File: src/rtl/mips_mem_pkg.sv
// Shared types and default constants for the multicycle MIPS memory access path.
package mips_mem_pkg;

    // Request sequencing states of the access unit.
    typedef enum logic [1:0] {
        IDLE   = 2'd0,
        ACCESS = 2'd1,
        RESP   = 2'd2
    } state_t;

    // Reason a request was rejected; NONE means the access goes to memory.
    typedef enum logic [1:0] {
        NONE      = 2'd0,
        MISALIGN  = 2'd1,
        UNMAPPED  = 2'd2,
        ROM_WRITE = 2'd3
    } fault_cause_t;

    // Region the accepted access targets.
    typedef struct packed {
        logic rom;
        logic ram;
    } region_t;

    localparam logic [31:0] DEFAULT_ROM_BASE  = 32'h0040_0000;
    localparam int          DEFAULT_ROM_WORDS = 64;
    localparam logic [31:0] DEFAULT_RAM_BASE  = 32'h1001_0000;
    localparam int          DEFAULT_RAM_WORDS = 64;

    // True when a checker result lets the access proceed to memory.
    function automatic logic cause_is_clean(input fault_cause_t cause);
        return cause == NONE;
    endfunction

endpackage

File: src/rtl/addr_region_check.sv
// Combinational address decoder: classifies an address as ROM / RAM and
// reports why an access to it would be rejected. Also usable by the memory
// system wrapper's decoder.
module addr_region_check
    import mips_mem_pkg::*;
#(
    parameter int                    ADDR_WIDTH = 32,
    parameter logic [ADDR_WIDTH-1:0] ROM_BASE   = ADDR_WIDTH'(DEFAULT_ROM_BASE),
    parameter int                    ROM_WORDS  = DEFAULT_ROM_WORDS,
    parameter logic [ADDR_WIDTH-1:0] RAM_BASE   = ADDR_WIDTH'(DEFAULT_RAM_BASE),
    parameter int                    RAM_WORDS  = DEFAULT_RAM_WORDS
) (
    input  logic [ADDR_WIDTH-1:0] addr,
    input  logic                  we,
    output logic                  is_rom,
    output logic                  is_ram,
    output fault_cause_t          cause
);

    // Exclusive upper bounds; regions are assumed not to wrap the address space.
    localparam logic [ADDR_WIDTH-1:0] ROM_LIMIT = ROM_BASE + ADDR_WIDTH'(4 * ROM_WORDS);
    localparam logic [ADDR_WIDTH-1:0] RAM_LIMIT = RAM_BASE + ADDR_WIDTH'(4 * RAM_WORDS);

    // Region membership and fault priority: alignment, then mapping, then ROM write.
    always_comb begin
        is_rom = (addr >= ROM_BASE) && (addr < ROM_LIMIT);
        is_ram = (addr >= RAM_BASE) && (addr < RAM_LIMIT);
        cause  = NONE;
        if (addr[1:0] != 2'b00) begin
            cause = MISALIGN;
        end else if (!is_rom && !is_ram) begin
            cause = UNMAPPED;
        end else if (we && is_rom) begin
            cause = ROM_WRITE;
        end
    end

endmodule

File: src/rtl/mem_access_unit.sv
// Memory access unit for the multicycle MIPS datapath. Accepts one request at
// a time, drives the memory system, captures read data into IR or MDR and
// reports completion or a fault with a one-cycle done pulse.
//
// Handshake: a request transfers on a rising edge where req_valid_i and
// req_ready_o are both high; req_ready_o is high only in IDLE, so valid while
// busy is simply not taken and control keeps it asserted until it is.
module mem_access_unit
    import mips_mem_pkg::*;
#(
    parameter int                    DATA_WIDTH   = 32,
    parameter int                    ADDR_WIDTH   = 32,
    parameter logic [ADDR_WIDTH-1:0] ROM_BASE     = ADDR_WIDTH'(DEFAULT_ROM_BASE),
    parameter int                    ROM_WORDS    = DEFAULT_ROM_WORDS,
    parameter logic [ADDR_WIDTH-1:0] RAM_BASE     = ADDR_WIDTH'(DEFAULT_RAM_BASE),
    parameter int                    RAM_WORDS    = DEFAULT_RAM_WORDS,
    parameter int                    READ_LATENCY = 1   // legal range 1..4
) (
    input  logic                  clk_i,
    input  logic                  rst_i,
    input  logic                  req_valid_i,
    output logic                  req_ready_o,
    input  logic                  iord_i,
    input  logic                  we_i,
    input  logic                  ir_write_i,
    input  logic [ADDR_WIDTH-1:0] pc_i,
    input  logic [ADDR_WIDTH-1:0] alu_addr_i,
    input  logic [DATA_WIDTH-1:0] wdata_i,
    output logic [ADDR_WIDTH-1:0] ms_addr_o,
    output logic                  ms_we_o,
    output logic [DATA_WIDTH-1:0] ms_wdata_o,
    input  logic [DATA_WIDTH-1:0] ms_rdata_i,
    output logic [DATA_WIDTH-1:0] instr_o,
    output logic [DATA_WIDTH-1:0] mdr_o
    ,
    output logic                  done_o,
    output logic                  fault_o
);

    // Wide enough for READ_LATENCY up to 4.
    localparam int             CNT_W    = 3;
    localparam logic [CNT_W-1:0] LAST_CNT = CNT_W'(READ_LATENCY - 1);

    state_t                state_q;
    state_t                state_d;
    logic [ADDR_WIDTH-1:0] sel_addr;
    logic                  sel_is_rom;
    logic                  sel_is_ram;
    fault_cause_t          sel_cause;
    logic                  req_ok;

    logic [ADDR_WIDTH-1:0] addr_q;
    logic [DATA_WIDTH-1:0] wdata_q;
    logic                  we_q;
    logic                  ir_write_q;
    region_t               region_q;
    fault_cause_t          cause_q;     // debug: cause of the last accepted request
    logic [CNT_W-1:0]      cnt_q;
    logic [DATA_WIDTH-1:0] ir_q;
    logic [DATA_WIDTH-1:0] mdr_q;

    logic                  accept;
    logic                  cnt_inc;
    logic                  load_rd;

    // IorD address select ahead of the region checker.
    always_comb begin
        sel_addr = iord_i ? alu_addr_i : pc_i;
    end

    addr_region_check #(
        .ADDR_WIDTH (ADDR_WIDTH),
        .ROM_BASE   (ROM_BASE),
        .ROM_WORDS  (ROM_WORDS),
        .RAM_BASE   (RAM_BASE),
        .RAM_WORDS  (RAM_WORDS)
    ) u_check (
        .addr   (sel_addr),
        .we     (we_i),
        .is_rom (sel_is_rom),
        .is_ram (sel_is_ram),
        .cause  (sel_cause)
    );

    // A request goes to memory only when it is clean and lands in a mapped region.
    always_comb begin
        req_ok = cause_is_clean(sel_cause) && (sel_is_rom || sel_is_ram);
    end

    // State register.
    always_ff @(posedge clk_i or posedge rst_i) begin
        if (rst_i) begin
            state_q <= IDLE;
        end else begin
            state_q <= state_d;
        end
    end

    // Next-state and handshake / strobe decode.
    always_comb begin
        state_d     = state_q;
        req_ready_o = 1'b0;
        ms_we_o     = 1'b0;
        done_o      = 1'b0;
        fault_o     = 1'b0;
        accept      = 1'b0;
        cnt_inc     = 1'b0;
        load_rd     = 1'b0;
        unique case (state_q)
            IDLE: begin
                req_ready_o = 1'b1;
                if (req_valid_i) begin
                    accept  = 1'b1;
                    state_d = req_ok ? ACCESS : RESP;
                end
            end
            ACCESS: begin
                if (we_q) begin
                    // Single-cycle write strobe; writes can only target RAM.
                    ms_we_o = region_q.ram;
                    state_d = RESP;
                end else if (cnt_q == LAST_CNT) begin
                    load_rd = region_q.rom || region_q.ram;
                    state_d = RESP;
                end else begin
                    cnt_inc = 1'b1;
                end
            end
            RESP: begin
                done_o  = 1'b1;
                fault_o = !cause_is_clean(cause_q);
                state_d = IDLE;
            end
            default: begin
                state_d = IDLE;
            end
        endcase
    end

    // Request latch: faulted requests leave the bus-facing registers untouched.
    always_ff @(posedge clk_i or posedge rst_i) begin
        if (rst_i) begin
            addr_q     <= '0;
            wdata_q    <= '0;
            we_q       <= 1'b0;
            ir_write_q <= 1'b0;
            region_q   <= '0;
            cause_q    <= NONE;
        end else if (accept) begin
            cause_q <= sel_cause;
            if (req_ok) begin
                addr_q     <= sel_addr;
                wdata_q    <= wdata_i;
                we_q       <= we_i;
                ir_write_q <= ir_write_i;
                region_q   <= '{rom: sel_is_rom, ram: sel_is_ram};
            end
        end
    end

    // Read latency counter: restarts on every accepted request.
    always_ff @(posedge clk_i or posedge rst_i) begin
        if (rst_i) begin
            cnt_q <= '0;
        end else if (accept) begin
            cnt_q <= '0;
        end else if (cnt_inc) begin
            cnt_q <= cnt_q + 1'b1;
        end
    end

    // IR / MDR capture on the edge that ends the last read cycle.
    always_ff @(posedge clk_i or posedge rst_i) begin
        if (rst_i) begin
            ir_q  <= '0;
            mdr_q <= '0;
        end else if (load_rd) begin
            if (ir_write_q) begin
                ir_q <= ms_rdata_i;
            end else begin
                mdr_q <= ms_rdata_i;
            end
        end
    end

    // Registered values go straight to the memory system and datapath.
    always_comb begin
        ms_addr_o  = addr_q;
        ms_wdata_o = wdata_q;
        instr_o    = ir_q;
        mdr_o      = mdr_q;
    end

endmodule

File: config.mk
export PLATFORM = sky130hd
export DESIGN_NAME = mem_access_unit
export DESIGN_NICKNAME = d
export VERILOG_FILES = /design/src/rtl/mips_mem_pkg.sv /design/src/rtl/addr_region_check.sv /design/src/rtl/mem_access_unit.sv
export SDC_FILE = /design/constraint.sdc
export NUM_CORES = 1
export LEC_CHECK = 0
export BUFFER_PORTS_ARGS = -buffer_cell sky130_fd_sc_hd__buf_2
export CORE_MARGIN = 4
export CORE_UTILIZATION = 50
export DETAILED_ROUTE_END_ITERATION = 10
export GPL_TIMING_DRIVEN = 0
export HOLD_SLACK_MARGIN = 0.03
export PLACE_DENSITY = 0.86
export SETUP_SLACK_MARGIN = 0.4
export SLEW_MARGIN = 40
export SYNTH_ARGS = -nofsm -noshare
export SYNTH_HDL_FRONTEND = slang
export SYNTH_SLANG_ARGS = --single-unit
File: constraint.sdc
create_clock -name clk_i -period 7.5 [get_ports clk_i]
set_input_delay 1.125 -clock clk_i [delete_from_list [all_inputs] [get_ports clk_i]]
set_output_delay 1.125 -clock clk_i [all_outputs]
set_load 0.02 [all_outputs]
==> results.ini, run 1 <==
[pwr]
p_leak_nw = 4.25
ir_worst_vdd_v = 0.000150
pwr_density_cell_mw_per_mm2 = 221
p_total_mw = 1.70

[clock_tree]
clock_latency_ns = 0.51
cts_setup_buffers = 0
cts_tree = yes
cts_inserted_buffers = 17
clk_pin_slew_ns = 0.06
cts_hold_buf = 0
clock_path_buffers = 2
cts-root-buf = clkbuf_8
post_cts_resize_count = 0
cts.sinks = 139
htree_num_levels = 4

[synth]
synth_cells = 374
ys_ff_latch = 139
syn-num-nets = 510
avgSynthCellArea_um2 = 14.9
synthArstFlopShare = 1.00
synth_edf_count = 0
synth_area_leaders = dfrtp_1 (63%), mux2_2 (20%), and2_1 (2.7%)
yosys_most_used_dff = dfrtp_1
synthDistinctLibCells = 43
synth_common_cells = dfrtp_1 (139), mux2_2 (99), and2_1 (24)
synth_warnings = 0
ys_seq_area_frac = 0.625
synth_top_cell_by_area = dfrtp_1
synth_top_area_frac = 0.625
yosysMostFrequentCell = dfrtp_1
netlist_area_mm2 = 0.00557

[timing]
setup_viol = 0
finalWorstSetupSlack_ns = 4.71
rsz0062_at_grt = no
finClkSkew_ns = 0.00807
slew_viol_final = 0
worst_pin_slew_ns = 0.640
slew_headroom = 0.574
period_share = 0.372
final.setup.tns_ns = 0
period_needed_ns = 2.79
fmax_ghz = 0.358
fin_hold_ws_ns = 0.483
finalHoldViolCount = 0

[placement]
place_ws_ns = 4.22
placedInstanceArea_mm2 = 0.00710
io_buffer_count = 265
dp.cells = 780
dpl.hpwl_um = 10900
gp_congestion = 0.904

[final_layout]
nets = 795
fin_cells = 811
fin_area_mm2 = 0.00769
drive_above_1_share = 0.633
area_growth_pct = 38.2
final_util = 0.707
num_antenna_cells = 0

[routing]
drt_first_iter_violations = 176
firstDrtPassIters = 6
drc = 0
ant_nets = 0
vias_per_cell = 5.06
wirelength_um = 14200
vias = 4103
avgRoutedWirePerCell_um = 17.5

[critical_path]
worstSetupStartpoint = iord_i
critical_path_cell_count = 9
path_buf_inv = 3
cp_max_fo = 10
worstPathRequired_ns = 7.89
r2r_cells = 9
r2r_slack_ns = 5.26
start_kind = input port
slowest_delay_ns = 0.38
path_delay_family = simple AND/OR/NAND/NOR gates
cpMostUsedCell = buf_12
worstPathArrival_ns = 3.18
r2r-end = ms_wdata_o[1]
critical_path_class = in -> reg
endpoint = ms_wdata_o[1]
end_kind = register
worstPathCellList = buf_2 > nor4_1 > a21oi_1 > a211oi_2 > and4_1 > or2_4 > buf_12 > buf_12 > mux2_4
r2r-start = state_q[0]
slowest_stage = and4_1

[min_path]
hold_class = reg -> reg
min_from = cause_q[1]

[grt]
grt_pass1_wl_um = 22900
antenna_found_initial = 0
grt_overflow = 0
grt_use_total = 0.228
grt_max_degree = 80
grt_pass1_vias = 4513

[die]
die_w_um = 114
start_util = 0.511
ios = 266
core_area_mm2 = 0.0109
fp-row-count = 38
die_h_um = 114
die_area_mm2 = 0.0129

[flow_run]
cap_violations = 0

[status]
status = complete, no violations

-- per-layer routing --
layer | track usage | part of all wire | vias up
met5 | 0 | 0 | -
met2 | 0.384 | 0.51 | 186
li1 | - | - | 1893
met4 | 0.0921 | 0.026 | 0
met1 | 0.269 | 0.38 | 1991
met3 | 0.0759 | 0.085 | 33
-- logic make-up (layout without fill, tap and decap cells) --
| kind of cell | after synthesis | after routing | synth area share |
|---|---|---|---|
| xor+xnor | 2 | 2 | 0.00315 |
| mux | 110 | 110 | 0.229 |
| fa+ha+maj | 2 | 2 | 0.00450 |
| simple gates | 80 | 80 | 0.0816 |
| buf+inv | 20 | 317 | 0.0261 |
| compound gates | 21 | 21 | 0.0306 |
| flops | 139 | 139 | 0.625 |
-- where the power goes --
part	internal, mW	leakage, nW	switching [mW]
combinational	0.0481	2.11	0.0585
clock	0.515	0.288	0.313
sequential	0.761	1.86	0.00553
total	1.32	4.25	0.377
-- area by class of cell --
| class | count | area (um2) |
|---|---|---|
| buffer | 15 | 126 |
| clock buffer | 18 | 428 |
| clock inverter | 13 | 164 |
| fill | 764 | 3190 |
| inverter | 5 | 26.3 |
| multi-input combinational | 215 | 1940 |
| sequential | 139 | 3480 |
| tap | 140 | 175 |
| timing repair buffer | 266 | 1350 |
-- worst reg2reg max path: cells and delay by family (launching register included) --
| family | cells | cell delay [ns] |
|---|---|---|
| flops | 1 | 0.43 |
| simple gates | 5 | 0.96 |
| mux | 1 | 0.31 |
| buf+inv | 3 | 0.42 |
-- worst min-delay path by stage --
stage | to | slack, ns | depth (start not counted)
after floorplan | cause_q[1] | 0.45 | 2
after global placement | cause_q[1] | 0.46 | 2
after detailed placement | ms_addr_o[17] | 0.47 | 1
after CTS | ms_addr_o[17] | 0.48 | 1
after global routing | ms_addr_o[17] | 0.49 | 1
final | cause_q[1] | 0.48 | 2
-- cells in the final DEF (no fill, tap or decap), drive strengths merged, types with 2 or more instances in the layout --
cell type    n
buf        276
dfrtp      139
mux2       109
and2        24
clkbuf      23
nor2        19
nor4        10
inv          8
a21oi        7
nand2        6
nor3         6
clkinv       5
nor2b        3
bufinv       3
o2111ai      2
a32oi        2
nand3        2
nand3b       2
and4b        2
o21ba        2
or3          2
ha           2
clkinvlp     2
o211ai       2
-- state kept, by name, indices dropped and copies added (netlist names) --
name	cells
instr_o	32
ms_addr_o	32
ms_wdata_o	32
ir_write_q	1
cause_q	2
cnt_q	3
mdr_o	32
state_q	2
region_q	2
we_q	1
Power figures use the tool's default switching activity.
==> inputs of run 2 (changes only) <==
--- a/config.mk
+++ b/config.mk
@@ -7,11 +7,11 @@
 export LEC_CHECK = 0
 export BUFFER_PORTS_ARGS = -buffer_cell sky130_fd_sc_hd__buf_2
 export CORE_MARGIN = 4
-export CORE_UTILIZATION = 50
+export CORE_UTILIZATION = 42
 export DETAILED_ROUTE_END_ITERATION = 10
 export GPL_TIMING_DRIVEN = 0
 export HOLD_SLACK_MARGIN = 0.03
-export PLACE_DENSITY = 0.86
+export PLACE_DENSITY = 0.78
 export SETUP_SLACK_MARGIN = 0.4
 export SLEW_MARGIN = 40
 export SYNTH_ARGS = -nofsm -noshare
==> constraint.sdc (replaced) <==
create_clock -name clk_i -period 2.32 [get_ports clk_i]
set_input_delay 0.348 -clock clk_i [delete_from_list [all_inputs] [get_ports clk_i]]
set_output_delay 0.348 -clock clk_i [all_outputs]
set_load 0.02 [all_outputs]
==> run 2 against run 1 <==
Net effect: sequential share of layout area down 3.4 points; critical path type is now reg -> reg; combinational power grew to 3.7 times the previous value; critical path depth grew 1; total power increased to 3.4 times the previous value; via count grew 4.5%; critical endpoint is now ms_wdata_o[2]; flip-flop and latch count unchanged; cell count is 8.1% higher; highest routed layer unchanged.
==> results.ini, run 2 (synthesized netlist as in run 1, its figures left out) <==
[critical_path]
slowest_delay_ns = 0.43
r2r-end = ms_wdata_o[2]
worstPathCellList = nor2_4 > nand2_4 > nor3_4 > and4b_1 > buf_6 > or2_4 > buf_12 > buf_12 > buf_12 > mux2_4
end_kind = register
cpMostUsedCell = buf_12
start_kind = register
worstPathRequired_ns = 2.61
path_delay_family = simple AND/OR/NAND/NOR gates
cp_max_fo = 8
r2r-start = state_q[1]
critical_path_class = reg -> reg
r2r_slack_ns = 0.28
path_buf_inv = 4
slowest_stage = dfrtp_2
r2r_cells = 10
worstPathArrival_ns = 2.32

[placement]
gp_congestion = 0.857
dpl.hpwl_um = 11100
io_buffer_count = 265
dp.cells = 817

[die]
ios = 266
die_h_um = 123
fp-row-count = 41
start_util = 0.436
die_w_um = 123
core_area_mm2 = 0.0128
die_area_mm2 = 0.0152

[pwr]
internal_power_mw = 4.59
p_comb_frac = 0.069
p_seq_frac = 0.429
switchingPower_mw = 1.18
clkPwrFrac = 0.502
swShare = 0.205
pwr_density_cell_mw_per_mm2 = 693
ir_worst_vdd_v = 0.000737
p_leak_nw = 4.54

[clock_tree]
cts.sinks = 139
cts-root-buf = clkbuf_16
clock_latency_ns = 0.40
cts_tree = yes
htree_num_levels = 4
clk_pin_slew_ns = 0.06
cts_inserted_buffers = 17
clock_path_buffers = 2

[status]
status = complete, no violations

[timing]
finalHoldViolCount = 0
period_share = 0.878
slew_headroom = 0.703
fmax_ghz = 0.491
finClkSkew_ns = 0.00582
slew_viol_final = 0
final.setup.tns_ns = 0
rsz0062_at_grt = yes
period_needed_ns = 2.04
worst_pin_slew_ns = 0.445
setup_viol = 0
fin_hold_ws_ns = 0.172

[grt]
grt_use_total = 0.191
antenna_found_initial = 0
grt_pass1_vias = 4568
grt_overflow = 0
grt_max_degree = 28
grt_pass1_wl_um = 22500

[min_path]
hold_class = in -> reg
min_from = wdata_i[19]
hold_end = ms_wdata_o[19]
whs_path_depth = 2

[routing]
drt_first_iter_violations = 181
avgRoutedWirePerCell_um = 16.7
vias = 4286
vias_per_cell = 4.89
drc = 0
ant_nets = 0
firstDrtPassIters = 4
wirelength_um = 14700

[final_layout]
area_growth_pct = 49.6
regArea_mm2 = 0.00348
drive_above_1_share = 0.672
final.fill_count = 940
layout_common_cells = buf_2 (266), dfrtp_1 (137), mux2_2 (99)
nets = 829
mostFrequentLayoutCell = buf_2
num_antenna_cells = 0
fin_cells = 877
multi_input_area_mm2 = 0.00202

[flow_run]
cap_violations = 0

-- run 2: area by class of cell --
| type | count | share of cell area |
|---|---|---|
| sequential | 139 | 0.418 |
| inverter | 5 | 0.00270 |
| timing repair buffer | 300 | 0.212 |
| clock buffer | 20 | 0.0536 |
| tap | 172 | 0.0258 |
| buffer | 15 | 0.0216 |
| multi-input combinational | 215 | 0.243 |
| clock inverter | 11 | 0.0233 |
-- run 2: through the flow --
step / setup slack [ns] / util / total power, mW / instance area, um2
5_1_grt: 0.211 / 0.652 / 5.98 / 8330
3_5_place_dp: -0.258 / 0.571 / 2.90 / 7290
6_report: 0.284 / 0.652 / 5.77 / 8330
2_1_floorplan: 0.178 / - / 2.67 / 5600
3_3_place_gp: -0.469 / 0.559 / 2.85 / 7140
4_1_cts: 0.290 / 0.644 / 5.83 / 8220
-- run 2: power by group through the flow --
| stage | Sequential (mW) | Clock (mW) | Combinational [mW] |
|---|---|---|---|
| final | 2.48 | 2.89 | 0.398 |
| after global routing | 2.48 | 3.07 | 0.433 |
| after CTS | 2.48 | 2.95 | 0.395 |
| after detailed placement | 2.52 | 0 | 0.376 |
| after global placement | 2.52 | 0 | 0.330 |
| after floorplan | 2.56 | 0 | 0.117 |
-- run 2: worst max path at each step --
stage / start / endpoint / slack [ns] / cells after the start
4_1_cts: state_q[0] / ms_wdata_o[2] / 0.29 / 10
6_report: state_q[1] / ms_wdata_o[2] / 0.28 / 10
5_1_grt: alu_addr_i[21] / ms_wdata_o[6] / 0.21 / 11
3_5_place_dp: alu_addr_i[27] / ms_wdata_o[6] / -0.26 / 9
2_1_floorplan: alu_addr_i[27] / ms_wdata_o[0] / 0.18 / 9
3_3_place_gp: rst_i / ms_addr_o[20] / -0.47 / 2
-- run 2: worst register-to-register path: stages, from the launching register on --
cell     delay (ns)
dfrtp_2        0.43
nor2_4         0.14
nand2_4        0.08
nor3_4         0.18
and4b_1        0.22
buf_6          0.10
or2_4          0.12
buf_12         0.11
buf_12         0.12
buf_12         0.11
mux2_4         0.30
-- run 2: routing by layer --
layer	vias to the layer above	track usage	share of wire
met1	2105	0.227	0.39
met5	-	0	0
li1	1976	-	-
met4	0	0.0664	0.020
met2	178	0.328	0.52
met3	27	0.0618	0.070
-- run 2: what timing repair did --
| action | 4_1_cts | 5_1_grt |
|---|---|---|
| buffers inserted | 22 | 4 |
| endpoints found under the setup margin | 118 | 96 |
| gates resized for setup | 22 | 21 |
| endpoints found under the hold margin | 13 | 0 |
| pin swaps | 6 | 5 |
| gates cloned | 1 | 1 |
| hold buffers | 1 | 0 |
